<file path="config.mk">
export PLATFORM = sky130hd
export DESIGN_NAME = i2s_frame_lock_ctrl
export DESIGN_NICKNAME = d
export VERILOG_FILES = /design/src/rtl/i2s_frame_lock_ctrl.sv
export SDC_FILE = /design/constraint.sdc
export NUM_CORES = 1
export LEC_CHECK = 0
export CAP_MARGIN = 20
export CORE_MARGIN = 10
export CORE_UTILIZATION = 36
export DETAILED_ROUTE_END_ITERATION = 8
export PLACE_DENSITY = 0.64
export SKIP_LAST_GASP = 1
export SLEW_MARGIN = 20
export SYNTH_ARGS = -nofsm -noshare
export SYNTH_HDL_FRONTEND = slang
export SYNTH_SLANG_ARGS = --single-unit
export TNS_END_PERCENT = 50
</file>
<file path="constraint.sdc">
create_clock -name bck -period 3.2 [get_ports bck]
set_clock_uncertainty 0.05 [all_clocks]
set_input_delay 0.48 -clock bck [delete_from_list [all_inputs] [get_ports bck]]
set_output_delay 0.48 -clock bck [all_outputs]
set_load 0.02 [all_outputs]
</file>
<file path="src/rtl/i2s_frame_lock_ctrl.sv">
// LRCK frame-length/duty lock sequencer for the I2S->16LJ converter path.
// Classifies 32/48/64fs, then enables the converter and unmutes after a settle window.
module i2s_frame_lock_ctrl #(
  parameter int LOCK_FRAMES = 4,
  parameter int MUTE_FRAMES = 8,
  parameter int CNT_W       = 7,
  parameter int ERR_W       = 8
) (
  input  logic             bck,
  input  logic             rst_n,
  input  logic             lrck,
  input  logic             force_mute,
  input  logic             err_clr,
  output logic             conv_en,
  output logic             mute,
  output logic             locked,
  output logic             sync_pulse,
  output logic [1:0]       fs_mode,
  output logic [ERR_W-1:0] err_cnt
);

  localparam logic [CNT_W-1:0] CNT_MAX = '1;
  localparam int MW = $clog2(LOCK_FRAMES + 1);
  localparam int SW = $clog2(MUTE_FRAMES + 1);

  typedef enum logic [1:0] {IDLE, MEASURE, SETTLE, LOCKED} state_t;

  state_t           state;
  logic             lrck_q;
  logic [CNT_W-1:0] cnt;
  logic [CNT_W-1:0] h_len;
  logic [CNT_W-1:0] ref_len;
  logic [MW-1:0]    match;
  logic [SW-1:0]    settle_cnt;

  logic rise, fall, timeout, frame_ok, same_len, active, loss;

  function automatic logic [1:0] fs_class(input logic [CNT_W-1:0] len);
    case (len)
      CNT_W'(32): fs_class = 2'b00;
      CNT_W'(48): fs_class = 2'b01;
      CNT_W'(64): fs_class = 2'b10;
      default:    fs_class = 2'b11;
    endcase
  endfunction

  function automatic logic [ERR_W-1:0] err_inc(input logic [ERR_W-1:0] v);
    err_inc = (v == '1) ? v : v + 1'b1;
  endfunction

  assign rise     = lrck & ~lrck_q;
  assign fall     = ~lrck & lrck_q;
  assign timeout  = (cnt == CNT_MAX) && !rise;
  // A frame that timed out reads back as CNT_MAX, which never classifies as a valid length.
  assign frame_ok = (fs_class(cnt) != 2'b11) && ({h_len, 1'b0} == {1'b0, cnt});
  assign same_len = (cnt == ref_len);
  assign active   = (state == SETTLE) || (state == LOCKED);
  assign loss     = active && (timeout || (rise && !(frame_ok && same_len)));

  always_ff @(posedge bck or negedge rst_n) begin
    if (!rst_n) begin
      state      <= IDLE;
      lrck_q     <= 1'b0;
      cnt        <= '0;
      h_len      <= '0;
      ref_len    <= '0;
      match      <= '0;
      settle_cnt <= '0;
      conv_en    <= 1'b0;
      mute       <= 1'b1;
      locked     <= 1'b0;
      sync_pulse <= 1'b0;
      fs_mode    <= 2'b11;
      err_cnt    <= '0;
    end else begin
      lrck_q     <= lrck;
      sync_pulse <= 1'b0;
      if (rise)                cnt <= CNT_W'(1);
      else if (cnt != CNT_MAX) cnt <= cnt + 1'b1;
      if (fall) h_len <= cnt;

      if (loss)         err_cnt <= err_clr ? ERR_W'(1) : err_inc(err_cnt);
      else if (err_clr) err_cnt <= '0;

      if (loss) begin
        state   <= timeout ? IDLE : MEASURE;
        match   <= '0;
        ref_len <= '0;
        conv_en <= 1'b0;
        mute    <= 1'b1;
        locked  <= 1'b0;
        fs_mode <= 2'b11;
      end else begin
        case (state)
          IDLE: begin
            if (rise) begin
              state <= MEASURE;
              match <= '0;
            end
          end
          MEASURE: begin
            if (timeout) begin
              state <= IDLE;
              match <= '0;
            end else if (rise) begin
              if (frame_ok && same_len) begin
                match <= match + 1'b1;
                if (match == MW'(LOCK_FRAMES - 1)) begin
                  state      <= SETTLE;
                  sync_pulse <= 1'b1;
                  conv_en    <= 1'b1;
                  fs_mode    <= fs_class(ref_len);
                  settle_cnt <= '0;
                end
              end else if (frame_ok) begin
                ref_len <= cnt;
                match   <= MW'(1);
              end else begin
                match <= '0;
              end
            end
          end
          SETTLE: begin
            if (rise) begin
              if (settle_cnt == SW'(MUTE_FRAMES - 1)) begin
                state  <= LOCKED;
                locked <= 1'b1;
                mute   <= force_mute;
              end else begin
                settle_cnt <= settle_cnt + 1'b1;
              end
            end
          end
          LOCKED: mute <= force_mute;
          default: state <= IDLE;
        endcase
      end
    end
  end

endmodule

</file>
==> results by group <==
Yosys
  – Syn Area/Cell: ~9.8 um^2
  – Synth Net Count: 283
  – #FFs+latches synth: 45
  – Yosys warns: 0
  – Yosys cell types: 52
  – Register area share after synthesis: 43.39%
  – Synth Flop Type: dfrtp_1
  – Number of synthesized flops with an enable pin: 0
  – Synth Cell Area: approximately 2600 um^2
  – Share of synthesized registers carrying an async set or reset: 100.0%
  – Synth Instances: ~270

Clocking
  – Clk_lat worst skew: approximately 0.30 ns
  – Cts repair resizes: 0
  – Clock Path Buffers: 2
  – Setup Fix Bufs, Post-CTS: 0
  – TritonCTS clock tree: yes
  – Reg clk slew, reported paths: about 0.08 ns
  – CTS Root Cell: clkbuf_8
  – CTS Hold Bufs: 0
  – CTS Buf Count: 5
  – Clock sink total: 45
  – H-Tree Depth: 2

Finish
  – Number of antenna diodes: 0
  – Fin cells: between 300 and 400
  – Fillers: just under 700
  – Share of layout cells above drive strength 1: 12.63%
  – Net count, final: 300
  – Area growth, synth to finish: 13.65%

STA
  – Slew Limit Fails: 0
  – Least-Margin Pin Slew: 0.5714 ns
  – Worst setup margin: a little over 0.5 ns
  – TNS Setup: 0 ns
  – Unrepaired setup endpoints after global routing: false
  – Final worst path period need: roughly 2.7 ns
  – Final-report hold violation count: 0
  – Tcrit/Tclk final: 83.99%
  – Final setup fails: 0
  – Slew headroom: about three fifths
  – Fmax: between 0.3 and 0.4 GHz

Floorplan
  – Initial Utilization: roughly 38%
  – Die Y-Extent: about 110 um
  – Placeable Area: between 6000 and 7000 um^2
  – Die ar.: 11030 um^2
  – Num rows: 30
  – Die W: roughly 110 um
  – IO Count: 19

Routing
  – Initial DRC Count: 150
  – DRC errors left: 0
  – Wire length per cell: 14.12 um
  – DRT Pass-1 Iters: 6
  – Antenna-violating nets left: 0
  – Vias: around 2.0k
  – Vias per cell: approximately 5.2
  – Drt total wl: 5.378 mm

Power
  – Leakage Power: about 1.3 nW
  – PwrDens: ~470 nW/um^2
  – Clock power share: 24.8%
  – Comb power frac: about a quarter
  – Sw Ratio: approximately a third
  – VDD IR-drop max: ~170 uV
  – Internal power: between 0.9 and 1 mW
  – Sw Pwr: ~0.46 mW
  – Seq pwr share: around half

Global route
  – Largest net degree at the start of global routing: 46
  – Total congestion overflow: 0
  – Vias in the first global route: about 1.9k
  – GRT Total Usage: approximately a tenth
  – First-pass GRT wire length: 9.563 mm
  – Initial antenna violation count: 0

Place
  – Placer Congestion: about 0.83
  – I/O Buffers: 18
  – Placed Cells: around 370
  – Post-Place Setup Slack: roughly 0.54 ns
  – Dpl hpwl: ~3.9 mm

Setup path
  – Crit. End Element: register
  – Worst-path fanout max: 20
  – Worst Setup Start Kind: register
  – Critical Path RT: between 3 and 4 ns
  – Arrival time worst endpoint: ~2.8 ns
  – Kind of critical path: reg2reg

Run
  – Maxcap violations: 0

Run status
  – Status: completed

Min path
  – Worst min path class: in2async
[worst max-delay path, cell delays in order, from the launching register on]
cell     delay [ns]
dfrtp_1        0.53
ha_1           0.25
nand3_1        0.16
or2_2          0.44
a21o_1         0.20
a21oi_1        0.15
buf_4          0.27
o21ai_1        0.21
a22o_1         0.31
[metrics by stage]
stage | cell area (um^2) | util [%] | power (mW) | hold slack [ns]
detailed placement | 2870 | 41.56 | 1.049 | 0.4035
finish | 2959 | 42.84 | 1.391 | 0.1125
CTS | 2957 | 42.81 | 1.403 | 0.3231
floorplan | 2604 | - | 0.9606 | 0.1344
global placement | 2870 | 41.56 | 1.046 | 0.4003
global route | 2959 | 42.84 | 1.487 | 0.1550
[cell type report]
class	count	area, um^2	area share, %
tap	96	120.1	4.059
multi-input combinational	195	1355	45.79
clock buffer	5	68.82	2.326
sequential	45	1130	38.18
inverter	14	52.55	1.776
clock inverter	3	17.52	0.5920
timing repair buffer	23	215.2	7.273
[sequential cells by signal, summed over array words and instances (netlist names)]
name and flops:
ref_len 7, locked 1, fs_mode 2, mute 1
lrck_q 1, sync_pulse 1, cnt 7, match 3
h_len 7, conv_en 1, err_cnt 8, state 2
settle_cnt 4
[cell usage after synthesis (6+ instances only)]
cell type,n,area (um^2)
a21oi_1,14,70.07
a31oi_1,6,37.54
and3_1,7,43.79
clkbuf_1,6,22.52
dfrtp_1,42,1051
ha_1,11,137.6
inv_1,14,52.55
mux2_2,9,101.4
nand2_1,14,52.55
nand2b_1,6,37.54
nand3_1,11,55.05
nor2_1,18,67.56
nor3_1,7,35.03
o21ai_0,13,65.06
xnor2_1,14,122.6
[routing by layer]
metal	GRT usage [%]	vias up	routed length [um]	share of wire, %
met4	4.608	0	109	2.0
met5	0	-	0	0
met3	2.580	9	180	3.3
li1	-	995	-	-
met1	13.47	948	2674	50
met2	15.75	29	2414	45
[placed cells by master, fill, tap and decap left out, drive strengths merged, types with 2 or more instances in the layout]
| cell | n |
|---|---|
| nand3b | 2 |
| and2 | 4 |
| a31oi | 6 |
| nand3 | 11 |
| clkinv | 2 |
| o21ai | 15 |
| nor3 | 7 |
| a21oi | 14 |
| a311oi | 2 |
| a21bo | 2 |
| xnor2 | 14 |
| nor2b | 5 |
| nor2 | 18 |
| mux2 | 9 |
| a31o | 2 |
| nand4 | 5 |
| clkbuf | 5 |
| or3 | 3 |
| inv | 14 |
| dfrtp | 42 |
| nand4b | 3 |
| nand2 | 14 |
| buf | 6 |
| or4 | 3 |
| nor3b | 2 |
| dfstp | 3 |
| and3 | 9 |
| clkdlybuf4s50 | 17 |
| nand2b | 6 |
| o31ai | 4 |
| nor4 | 2 |
| a22o | 4 |
| ha | 11 |
| mux2i | 4 |
| a21o | 4 |
[cells by family after synthesis]
kind of cell	share of synthesized area, %
adder cells (fa/ha/maj)	5.286
AO/OA/AOI/OAI	14.71
multiplexers	5.430
XOR/XNOR	4.709
buffers and inverters	4.565
flip-flops	43.39
AND/OR/NAND/NOR	21.91
[path summary, 6_finish.rpt]
kind                                         from                   endpoint  slack [ns]  cells after the start
max                            cnt[0]$_DFFE_PN0N_     ref_len[4]$_DFFE_PN0P_        0.51                      8
min                                         rst_n       h_len[3]$_DFFE_PN0P_        0.11                      1
max reg2reg                    cnt[0]$_DFFE_PN0N_     ref_len[4]$_DFFE_PN0P_        0.51                      8
min reg2reg                fs_mode[0]$_DFFE_PN1P_     fs_mode[0]$_DFFE_PN1P_        0.41                      2
max in group asynchronous                   rst_n  settle_cnt[2]$_DFFE_PN0P_        2.59                      1
min in group bck           fs_mode[0]$_DFFE_PN1P_     fs_mode[0]$_DFFE_PN1P_        0.41                      2
[power groups by stage]
stage | Sequential (mW) | Combinational, mW | Clock (mW)
after global placement | 0.705 | 0.341 | 0
after floorplan | 0.663 | 0.297 | 0
final | 0.697 | 0.349 | 0.345
after detailed placement | 0.707 | 0.341 | 0
after CTS | 0.695 | 0.347 | 0.362
after global routing | 0.704 | 0.396 | 0.387
Note: power is estimated with default switching activity, not from simulation.
